<file path="src/rtl/ce_ls_rs_rx.sv">
`default_nettype none
// ============================================================================
// Module   : ce_ls_rs_rx
// Purpose  : Least-squares channel estimate over one received reference-signal
//            symbol.  For each accepted sample Y at index k it fetches the
//            local Zadoff-Chu word X[k] (scaled by 65536) from an external
//            ROM and produces H = Y * conj(X) / 65536.  The result is rounded
//            half-up and saturated.  The symbol framing (sop/eop/length) is
//            checked, and any framing fault raises a one-cycle err pulse.
// Ports    : clk, rst                 - clock, asynchronous active-high reset
//            sink_valid/sop/eop       - input sample qualifiers
//            sink_real/sink_imag      - received sample Y
//            fftpts_in                - symbol length N, taken on accepted sop
//            ref_addr                 - reference ROM address (index of sample)
//            ref_real/ref_imag        - ROM data X, one clk after ref_addr
//            source_valid/sop/eop     - output qualifiers (4 clk after input)
//            source_real/source_imag  - LS estimate H
//            err                      - framing error pulse
// Revision : 1.0 - initial release
// ============================================================================
module ce_ls_rs_rx #(
  parameter int wDataIn  = 18,
  parameter int wRef     = 18,
  parameter int wDataOut = 18
) (
  input  logic                       clk,
  input  logic                       rst,
  input  logic                       sink_valid,
  input  logic                       sink_sop,
  input  logic                       sink_eop,
  input  logic signed [wDataIn-1:0]  sink_real,
  input  logic signed [wDataIn-1:0]  sink_imag,
  input  logic        [11:0]         fftpts_in,
  output logic        [10:0]         ref_addr,
  input  logic signed [wRef-1:0]     ref_real,
  input  logic signed [wRef-1:0]     ref_imag,
  output logic                       source_valid,
  output logic                       source_sop,
  output logic                       source_eop,
  output logic signed [wDataOut-1:0] source_real,
  output logic signed [wDataOut-1:0] source_imag,
  output logic                       err
);

  // Full-precision product/sum width, plus one guard bit for the rounding add.
  localparam int c_p = wDataIn + wRef + 1;
  localparam int c_w = c_p + 1;

  localparam logic signed [c_w-1:0] c_half = {{(c_w-16){1'b0}}, 1'b1, 15'b0};
  localparam logic signed [c_w-1:0] c_max  = {{(c_w-wDataOut+1){1'b0}}, {(wDataOut-1){1'b1}}};
  localparam logic signed [c_w-1:0] c_min  = {{(c_w-wDataOut+1){1'b1}}, {(wDataOut-1){1'b0}}};

  typedef enum logic [0:0] {
    S_IDLE = 1'b0,
    S_RUN  = 1'b1
  } state_t;

  state_t      r_state, w_state_nxt;
  logic [10:0] r_index, w_index_nxt, w_idx_cur;
  logic [11:0] r_n, w_n_nxt, w_n_cur;
  logic        w_start, w_n_ok, w_last, w_accept, w_eop, w_err, w_bad_n;
  logic        r_err_fast;

  // Stage 1: delayed sample, aligned with the ROM word now on ref_*.
  logic                      r_v1, r_sop1, r_eop1, r_err1;
  logic signed [wDataIn-1:0] r_y1_re, r_y1_im;
  // Stage 2: full-precision complex product.
  logic                      r_v2, r_sop2, r_eop2, r_err2;
  logic signed [c_p-1:0]     r_p2_re, r_p2_im;
  // Stage 3: rounded and saturated estimate.
  logic                       r_v3, r_sop3, r_eop3, r_err3;
  logic signed [wDataOut-1:0] r_h3_re, r_h3_im;
  logic                       r_err_out;

  logic signed [c_p-1:0] w_yr, w_yi, w_xr, w_xi, w_mul_re, w_mul_im;

  // --------------------------------------------------------------------------
  // Framing FSM: next state and per-sample decisions
  // --------------------------------------------------------------------------
  always_comb begin
    w_state_nxt = r_state;
    w_index_nxt = r_index;
    w_n_nxt     = r_n;
    w_accept    = 1'b0;
    w_eop       = 1'b0;
    w_err       = 1'b0;
    w_bad_n     = 1'b0;
    w_start     = sink_valid & sink_sop;
    w_n_ok      = (fftpts_in != 12'd0) && (fftpts_in <= 12'd2048);
    // A sop sample always sits at index 0 with the freshly presented length,
    // even when it interrupts a running symbol.
    w_idx_cur   = w_start ? 11'd0 : r_index;
    w_n_cur     = w_start ? fftpts_in : r_n;
    w_last      = ({1'b0, w_idx_cur} == (w_n_cur - 12'd1));

    if (w_start) begin
      if (w_n_ok) begin
        w_accept = 1'b1;
        w_n_nxt  = fftpts_in;
        w_err    = (r_state == S_RUN);
      end else begin
        w_bad_n     = 1'b1;
        w_state_nxt = S_IDLE;
        w_index_nxt = 11'd0;
      end
    end else if (sink_valid && (r_state == S_RUN)) begin
      w_accept = 1'b1;
    end

    if (w_accept) begin
      // eop is forced on the last index; eop and last-index must coincide.
      w_eop = sink_eop | w_last;
      if (sink_eop != w_last) begin
        w_err = 1'b1;
      end
      if (w_eop) begin
        w_state_nxt = S_IDLE;
        w_index_nxt = 11'd0;
      end else begin
        w_state_nxt = S_RUN;
        w_index_nxt = w_idx_cur + 11'd1;
      end
    end
  end

  // The ROM registers this address, so its data lines up with stage 1.
  assign ref_addr = w_idx_cur;

  always_ff @(posedge clk or posedge rst) begin
    if (rst) begin
      r_state    <= S_IDLE;
      r_index    <= 11'd0;
      r_n        <= 12'd0;
      r_err_fast <= 1'b0;
    end else begin
      r_state    <= w_state_nxt;
      r_index    <= w_index_nxt;
      r_n        <= w_n_nxt;
      r_err_fast <= w_bad_n;
    end
  end

  // --------------------------------------------------------------------------
  // Datapath: H = Y * conj(X)
  // --------------------------------------------------------------------------
  assign w_yr = {{(c_p-wDataIn){r_y1_re[wDataIn-1]}}, r_y1_re};
  assign w_yi = {{(c_p-wDataIn){r_y1_im[wDataIn-1]}}, r_y1_im};
  assign w_xr = {{(c_p-wRef){ref_real[wRef-1]}}, ref_real};
  assign w_xi = {{(c_p-wRef){ref_imag[wRef-1]}}, ref_imag};

  // Exact: each product fits wDataIn+wRef bits, the sum one bit more.
  assign w_mul_re = (w_yr * w_xr) + (w_yi * w_xi);
  assign w_mul_im = (w_yi * w_xr) - (w_yr * w_xi);

  function automatic logic signed [wDataOut-1:0] f_round_sat(input logic signed [c_p-1:0] v);
    logic signed [c_w-1:0] r;
    r = $signed({v[c_p-1], v}) + c_half;
    r = r >>> 16;
    if (r > c_max) begin
      r = c_max;
    end else if (r < c_min) begin
      r = c_min;
    end
    return $signed(r[wDataOut-1:0]);
  endfunction

  always_ff @(posedge clk or posedge rst) begin
    if (rst) begin
      r_v1    <= 1'b0;
      r_sop1  <= 1'b0;
      r_eop1  <= 1'b0;
      r_err1  <= 1'b0;
      r_y1_re <= '0;
      r_y1_im <= '0;
      r_v2    <= 1'b0;
      r_sop2  <= 1'b0;
      r_eop2  <= 1'b0;
      r_err2  <= 1'b0;
      r_p2_re <= '0;
      r_p2_im <= '0;
      r_v3    <= 1'b0;
      r_sop3  <= 1'b0;
      r_eop3  <= 1'b0;
      r_err3  <= 1'b0;
      r_h3_re <= '0;
      r_h3_im <= '0;
      source_valid <= 1'b0;
      source_sop   <= 1'b0;
      source_eop   <= 1'b0;
      source_real  <= '0;
      source_imag  <= '0;
      r_err_out    <= 1'b0;
    end else begin
      r_v1   <= w_accept;
      r_sop1 <= w_accept & sink_sop;
      r_eop1 <= w_eop;
      r_err1 <= w_accept & w_err;
      if (w_accept) begin
        r_y1_re <= sink_real;
        r_y1_im <= sink_imag;
      end

      r_v2   <= r_v1;
      r_sop2 <= r_sop1;
      r_eop2 <= r_eop1;
      r_err2 <= r_err1;
      if (r_v1) begin
        r_p2_re <= w_mul_re;
        r_p2_im <= w_mul_im;
      end

      r_v3   <= r_v2;
      r_sop3 <= r_sop2;
      r_eop3 <= r_eop2;
      r_err3 <= r_err2;
      if (r_v2) begin
        r_h3_re <= f_round_sat(r_p2_re);
        r_h3_im <= f_round_sat(r_p2_im);
      end

      source_valid <= r_v3;
      source_sop   <= r_v3 & r_sop3;
      source_eop   <= r_v3 & r_eop3;
      source_real  <= r_v3 ? r_h3_re : '0;
      source_imag  <= r_v3 ? r_h3_im : '0;
      r_err_out    <= r_v3 & r_err3;
    end
  end

  // Sample-attached errors leave with the sample; a rejected length reports
  // one clk after its sop.
  assign err = r_err_out | r_err_fast;

endmodule
`default_nettype wire

</file>
<file path="config.mk">
export PLATFORM = sky130hd
export DESIGN_NAME = ce_ls_rs_rx
export DESIGN_NICKNAME = d
export VERILOG_FILES = /design/src/rtl/ce_ls_rs_rx.sv
export SDC_FILE = /design/constraint.sdc
export NUM_CORES = 2
export LEC_CHECK = 0
export ABC_AREA = 1
export ABC_CLOCK_PERIOD_IN_PS = 9200
export BUFFER_PORTS_ARGS = -buffer_cell sky130_fd_sc_hd__buf_2
export CAP_MARGIN = 25
export CORE_MARGIN = 5
export CORE_UTILIZATION = 50
export CTS_CLUSTER_DIAMETER = 100
export DETAILED_ROUTE_END_ITERATION = 6
export PLACE_DENSITY_LB_ADDON = 0.12
export SKIP_CTS_REPAIR_TIMING = 1
export SLEW_MARGIN = 20
export SYNTH_ARGS = -nofsm -noshare
export SYNTH_HDL_FRONTEND = slang
export SYNTH_SLANG_ARGS = --single-unit
</file>
<file path="constraint.sdc">
create_clock -name clk -period 9.2 [get_ports clk]
set_clock_uncertainty 0.15 [all_clocks]
set_input_delay 0.46 -clock clk [delete_from_list [all_inputs] [get_ports clk]]
set_output_delay 0.46 -clock clk [all_outputs]
set_load 0.01 [all_outputs]
</file>
## Word level (Yosys, flattened, before mapping)

Cells that the tools add are included.

- Add/sub/neg operators: 6
- Multiply operators: 4
- Magnitude comparators: 5
- Equality and inequality tests: 3
- Muxes and demuxes: 25
- Bitwise gates (word level): 8
- Reduce and logical (&&, ||, !) cells: 6

Operator list:

| cell | count |
|---|---|
| $mul A18 B18 Y36 | 4 |
| $mux W18 | 6 |
| $add A37 B17 Y38 const B | 2 |
| $mux W11 | 5 |
| $gt A22 B18 Y1 const B | 2 |
| $lt A22 B18 Y1 const B | 2 |
| $add A36 B36 Y37 | 1 |
| $sub A36 B36 Y37 | 1 |
| $mux W1 | 13 |
| $eq A11 B12 Y1 | 1 |
| $le A12 B12 Y1 const B | 1 |
| $mux W12 | 1 |
| $reduce_bool A12 Y1 | 1 |
| $sub A12 B1 Y12 const B | 1 |
| $add A11 B1 Y11 const B | 1 |
| $and A1 B1 Y1 | 6 |
| $reduce_and A2 Y1 | 2 |
| $logic_and A1 B1 Y1 | 2 |
| $ne A2 B1 Y1 const B | 1 |
| $or A1 B1 Y1 | 2 |
| $reduce_bool A2 Y1 | 1 |
| $ne A1 B1 Y1 | 1 |

- Flip-flop bits (word level): 223
- Input port bits: 89
- Word-level logic and storage cells: 85

## Longest topological paths before layout

- Depth in word-level cells: 8
- Mapped depth: 34
- Mapped depth without buffers: 32

## Worst setup path after synthesis

OpenSTA, ideal clock, no wires.

- Path kind: input-to-reg
- Start: input port ref_imag[1]
- End: register r_p2_re[32]
- Library setup time: 118 ps
- Data arrival time: 6,923 ps
- Required time: 8,932 ps
- Slack: 2,009 ps
- Cell stages on the path: 23
- Cell sequence: clkbuf_1 > clkbuf_1 > nand2_1 > fa_1 > fa_1 > inv_1 > fa_1 > fa_1 > fa_1 > fa_1 > fa_1 > inv_1 > fa_1 > inv_1 > ha_1 > a21oi_1 > nand2_1 > a21oi_1 > nor2_1 > nor3_1 > nand3b_1 > nand3_1 > nand2_1

- Word-level cells in the longest chain between the ends: 2

RTL lines:

| what | line | text |
|---|---|---|
| from (decl) | 36 | `input logic signed [wRef-1:0] ref_imag,` |
| $mul A18 B18 Y36 | 152 | `assign w_mul_re = (w_yr * w_xr) + (w_yi * w_xi);` |
| $add A36 B36 Y37 | 152 |  |
| to (signal assigned) | 208 | `r_p2_re <= w_mul_re;` |
| to (decl) | 69 | `logic signed [c_p-1:0] r_p2_re, r_p2_im;` |

Every way passes these cells.
A chain may end at the register's enable or synchronous reset.

## Final worst setup path

- Start: register r_y1_im[17]
- End: register r_p2_im[33]

- Word-level cells in the longest chain between the ends: 2

RTL lines:

| what | line | text |
|---|---|---|
| from (decl) | 66 | `logic signed [wDataIn-1:0] r_y1_re, r_y1_im;` |
| from (signal assigned) | 200 | `r_y1_im <= sink_imag;` |
| $mul A18 B18 Y36 | 153 | `assign w_mul_im = (w_yi * w_xr) - (w_yr * w_xi);` |
| $sub A36 B36 Y37 | 153 |  |
| to (signal assigned) | 209 | `r_p2_im <= w_mul_im;` |
| to (decl) | 69 |  |

Every way passes these cells.

==> flow_summary.ini <==
[outcome]
outcome = finished clean

[clock_network]
cts_tree = built
cts_made_buffers = 17
clock_sinks = 193
clk_path_buf_depth = 2
cts-root-buf = clkbuf_16
path_clk_slew_ns = 0.10
ctsHtreeMaxLevel = 4
clock_latency_ns = 0.57

[logic_synthesis]
yosysWarnings = 0
syn_area_um2 = 60270
syn_avg_cell_area_um2 = 8.101
synth.net_count = 9318
ys_seq_area_frac = 0.08014
synth_cell_type_count = 52
ys_ff_latch = 193
synth_cells = 7440

[drt]
wl_per_cell_um = 19.22
first_pass_iters = 5
vias = 45441
ant_nets = 0
drt-total-wl_mm = 174.3
drcViolationCount = 0
dr.first_iter.drc_count = 3292
vias_per_cell = 5.013

[flow_run]
drv_cap = 0

[timing]
setup_violations = 0
timing.fmax_mhz = 117.0
fin_crit_sh = 0.9288
slew_headroom = 0.2762
rsz0062_at_grt = false
tns_ns = 0
hold_violations = 0
drv_slew = 0
post-route-min-period_ns = 8.545
tightest_slew_ns = 1.086

[floorplan]
die_w_um = 357.2
die_height_um = 357.2
ioPinCount = 140
start_util = 0.5030
die_area_um2 = 127600
rows = 127
core-area_um2 = 119800

[global_routing]
first_global_vias = 48491
grt_pass1_wl_mm = 278.3
grt_start_max_net_pins = 69
antenna_found_initial = 7
grt_usage = 0.2871
grt_remaining_overflow = 0

[setup_path]
worstPathCellList = nand2_1, inv_1, fa_1, fa_1, fa_1, inv_1, fa_1, inv_1, fa_1, fa_1, fa_1, inv_1, fa_1, inv_1, ha_1, nand2_1, inv_1, nand2_1, nor3_1, nand3_1, nand2_1, nand2_1, nand3_1, o21ai_0
path_delay_family = adder cells
crit_type = flip-flop to flip-flop
crit_path_end_kind = flip-flop
cp_max_fo = 10
r2r_slack_ns = 0.66
cp_slowest_cell = dfrtp_1
crit_buf_inv = 6
worst_ep_arrival_time_ns = 8.79
required_ns = 9.45
crit_path_frequent_cell = fa_1
start_kind = flip-flop
slowest_delay_ns = 0.94

[place]
dp_hpwl_mm = 145.6
finalWeightedCongestion = 0.9485
io_buffer_count = 139

[final_layout]
final_common_cell = inv_1
final_cell_mix = inv_1 (2304), nand2_1 (1956), fa_1 (1468)
fin_nets = 9315
drive_gt1_frac = 0.05423
final_util = 0.5315
synthToLayoutAreaGrowth_pct = 5.668

[hold_path]
worstHoldPathType = input pin to flip-flop
[sequential cells by signal, indices dropped and copies added (netlist names), 11 cells and up]
signal,count
r_index,11
r_p2_im,22
source_real,18
r_h3_re,18
r_n,12
r_y1_re,18
r_h3_im,18
r_y1_im,18
source_imag,18
r_p2_re,22
[worst paths after layout]
kind / from / endpoint / cells past startpoint
worst max-delay path: r_y1_im[17] / r_p2_im[33] / 24
worst min-delay path: sink_imag[15] / r_y1_im[15] / 3
worst max register to register: r_y1_im[17] / r_p2_im[33] / 24
worst min register to register: r_eop2 / r_eop3 / 0
max in group asynchronous: rst / r_p2_im[32] / 4
min in group asynchronous: rst / source_real[9] / 3
[final cells by class]
class                   instances  area, µm²
diodes                          2      5.005
clock buffers                  17      425.4
clock inverters                15      192.7
fillers                     11637      56130
inverters                    2312       8687
multi-input cells            4615      45490
flip-flops and latches        193       4833
well taps                    1612       2017
repair buffers                298       2037
[worst register-to-register path, stage by stage (launching register included)]
cell and delay [ns]:
dfrtp_1 0.94, nand2_1 0.30, inv_1 0.15, fa_1 0.55, fa_1 0.68, fa_1 0.72, inv_1 0.25, fa_1 0.55
inv_1 0.06, fa_1 0.49, fa_1 0.54, fa_1 0.49, inv_1 0.04, fa_1 0.47, inv_1 0.04, ha_1 0.42
nand2_1 0.14, inv_1 0.09, nand2_1 0.13, nor3_1 0.45, nand3_1 0.32, nand2_1 0.14, nand2_1 0.05, nand3_1 0.11
o21ai_0 0.10
[through the flow]
step / cells / area, µm² / setup WS, ns / hold slack [ns]
finish: 9064 / 63680 / 0.6554 / 0.002459
global route: 9062 / 63680 / 0.3430 / 0.0002110
CTS: 9032 / 63370 / 0.7716 / -0.2208
detailed placement: 9000 / 62750 / 0.7309 / 0.1847
global placement: 9000 / 62750 / 0.7292 / 0.1842
floorplan: 7440 / 60270 / 2.009 / 0.1812
[kinds of logic (layout without fill, tap and decap cells)]
logic type      after synthesis  count (layout)  synth area share
mux                           1               1         0.0001661
other cells                   0               2                 0
xor+xnor                     82              82           0.01192
fa+ha+maj                  1789            1789            0.5543
compound gates              251             251           0.02408
buf+inv                    2632            2642            0.1651
flops                       193             193           0.08014
simple gates               2492            2492            0.1643
[per-layer routing]
metal,wire (µm),GRT usage,part of all wire,vias to the layer above
met5,14,0,0.000080,-
met4,4766,0.07582,0.027,2
met3,14340,0.05568,0.082,212
met2,77430,0.4378,0.44,1552
met1,77700,0.4240,0.45,23090
li1,-,-,-,20585
[cell usage after synthesis, drive strengths merged]
master / number / area, µm²
fa: 1468 / 29390
nor4: 2 / 12.51
a21oi: 107 / 633.1
ha: 321 / 4016
inv: 2310 / 8671
clkbuf: 276 / 1036
and2: 1 / 6.260
a21boi: 2 / 15.01
nand3: 133 / 680.7
and3: 2 / 12.51
dfrtp: 193 / 4830
nor3b: 2 / 20.02
o21ai: 106 / 545.5
o2111ai: 1 / 8.760
o211ai: 1 / 7.510
nand2: 1989 / 7564
clkinv: 2 / 8.750
nand3b: 12 / 115.1
nor3: 23 / 130.1
mux2i: 1 / 10.01
buf: 44 / 236.5
nand4: 17 / 118.9
o21a: 3 / 22.52
or2: 7 / 43.80
nor2: 304 / 1199
o21bai: 13 / 97.59
o22ai: 6 / 37.54
a21o: 7 / 52.55
xor2: 51 / 446.7
a31oi: 5 / 31.28
xnor2: 31 / 271.5
Power is not shown: default switching activity piles up to over one toggle a cycle in this logic, so the estimate is an artifact.
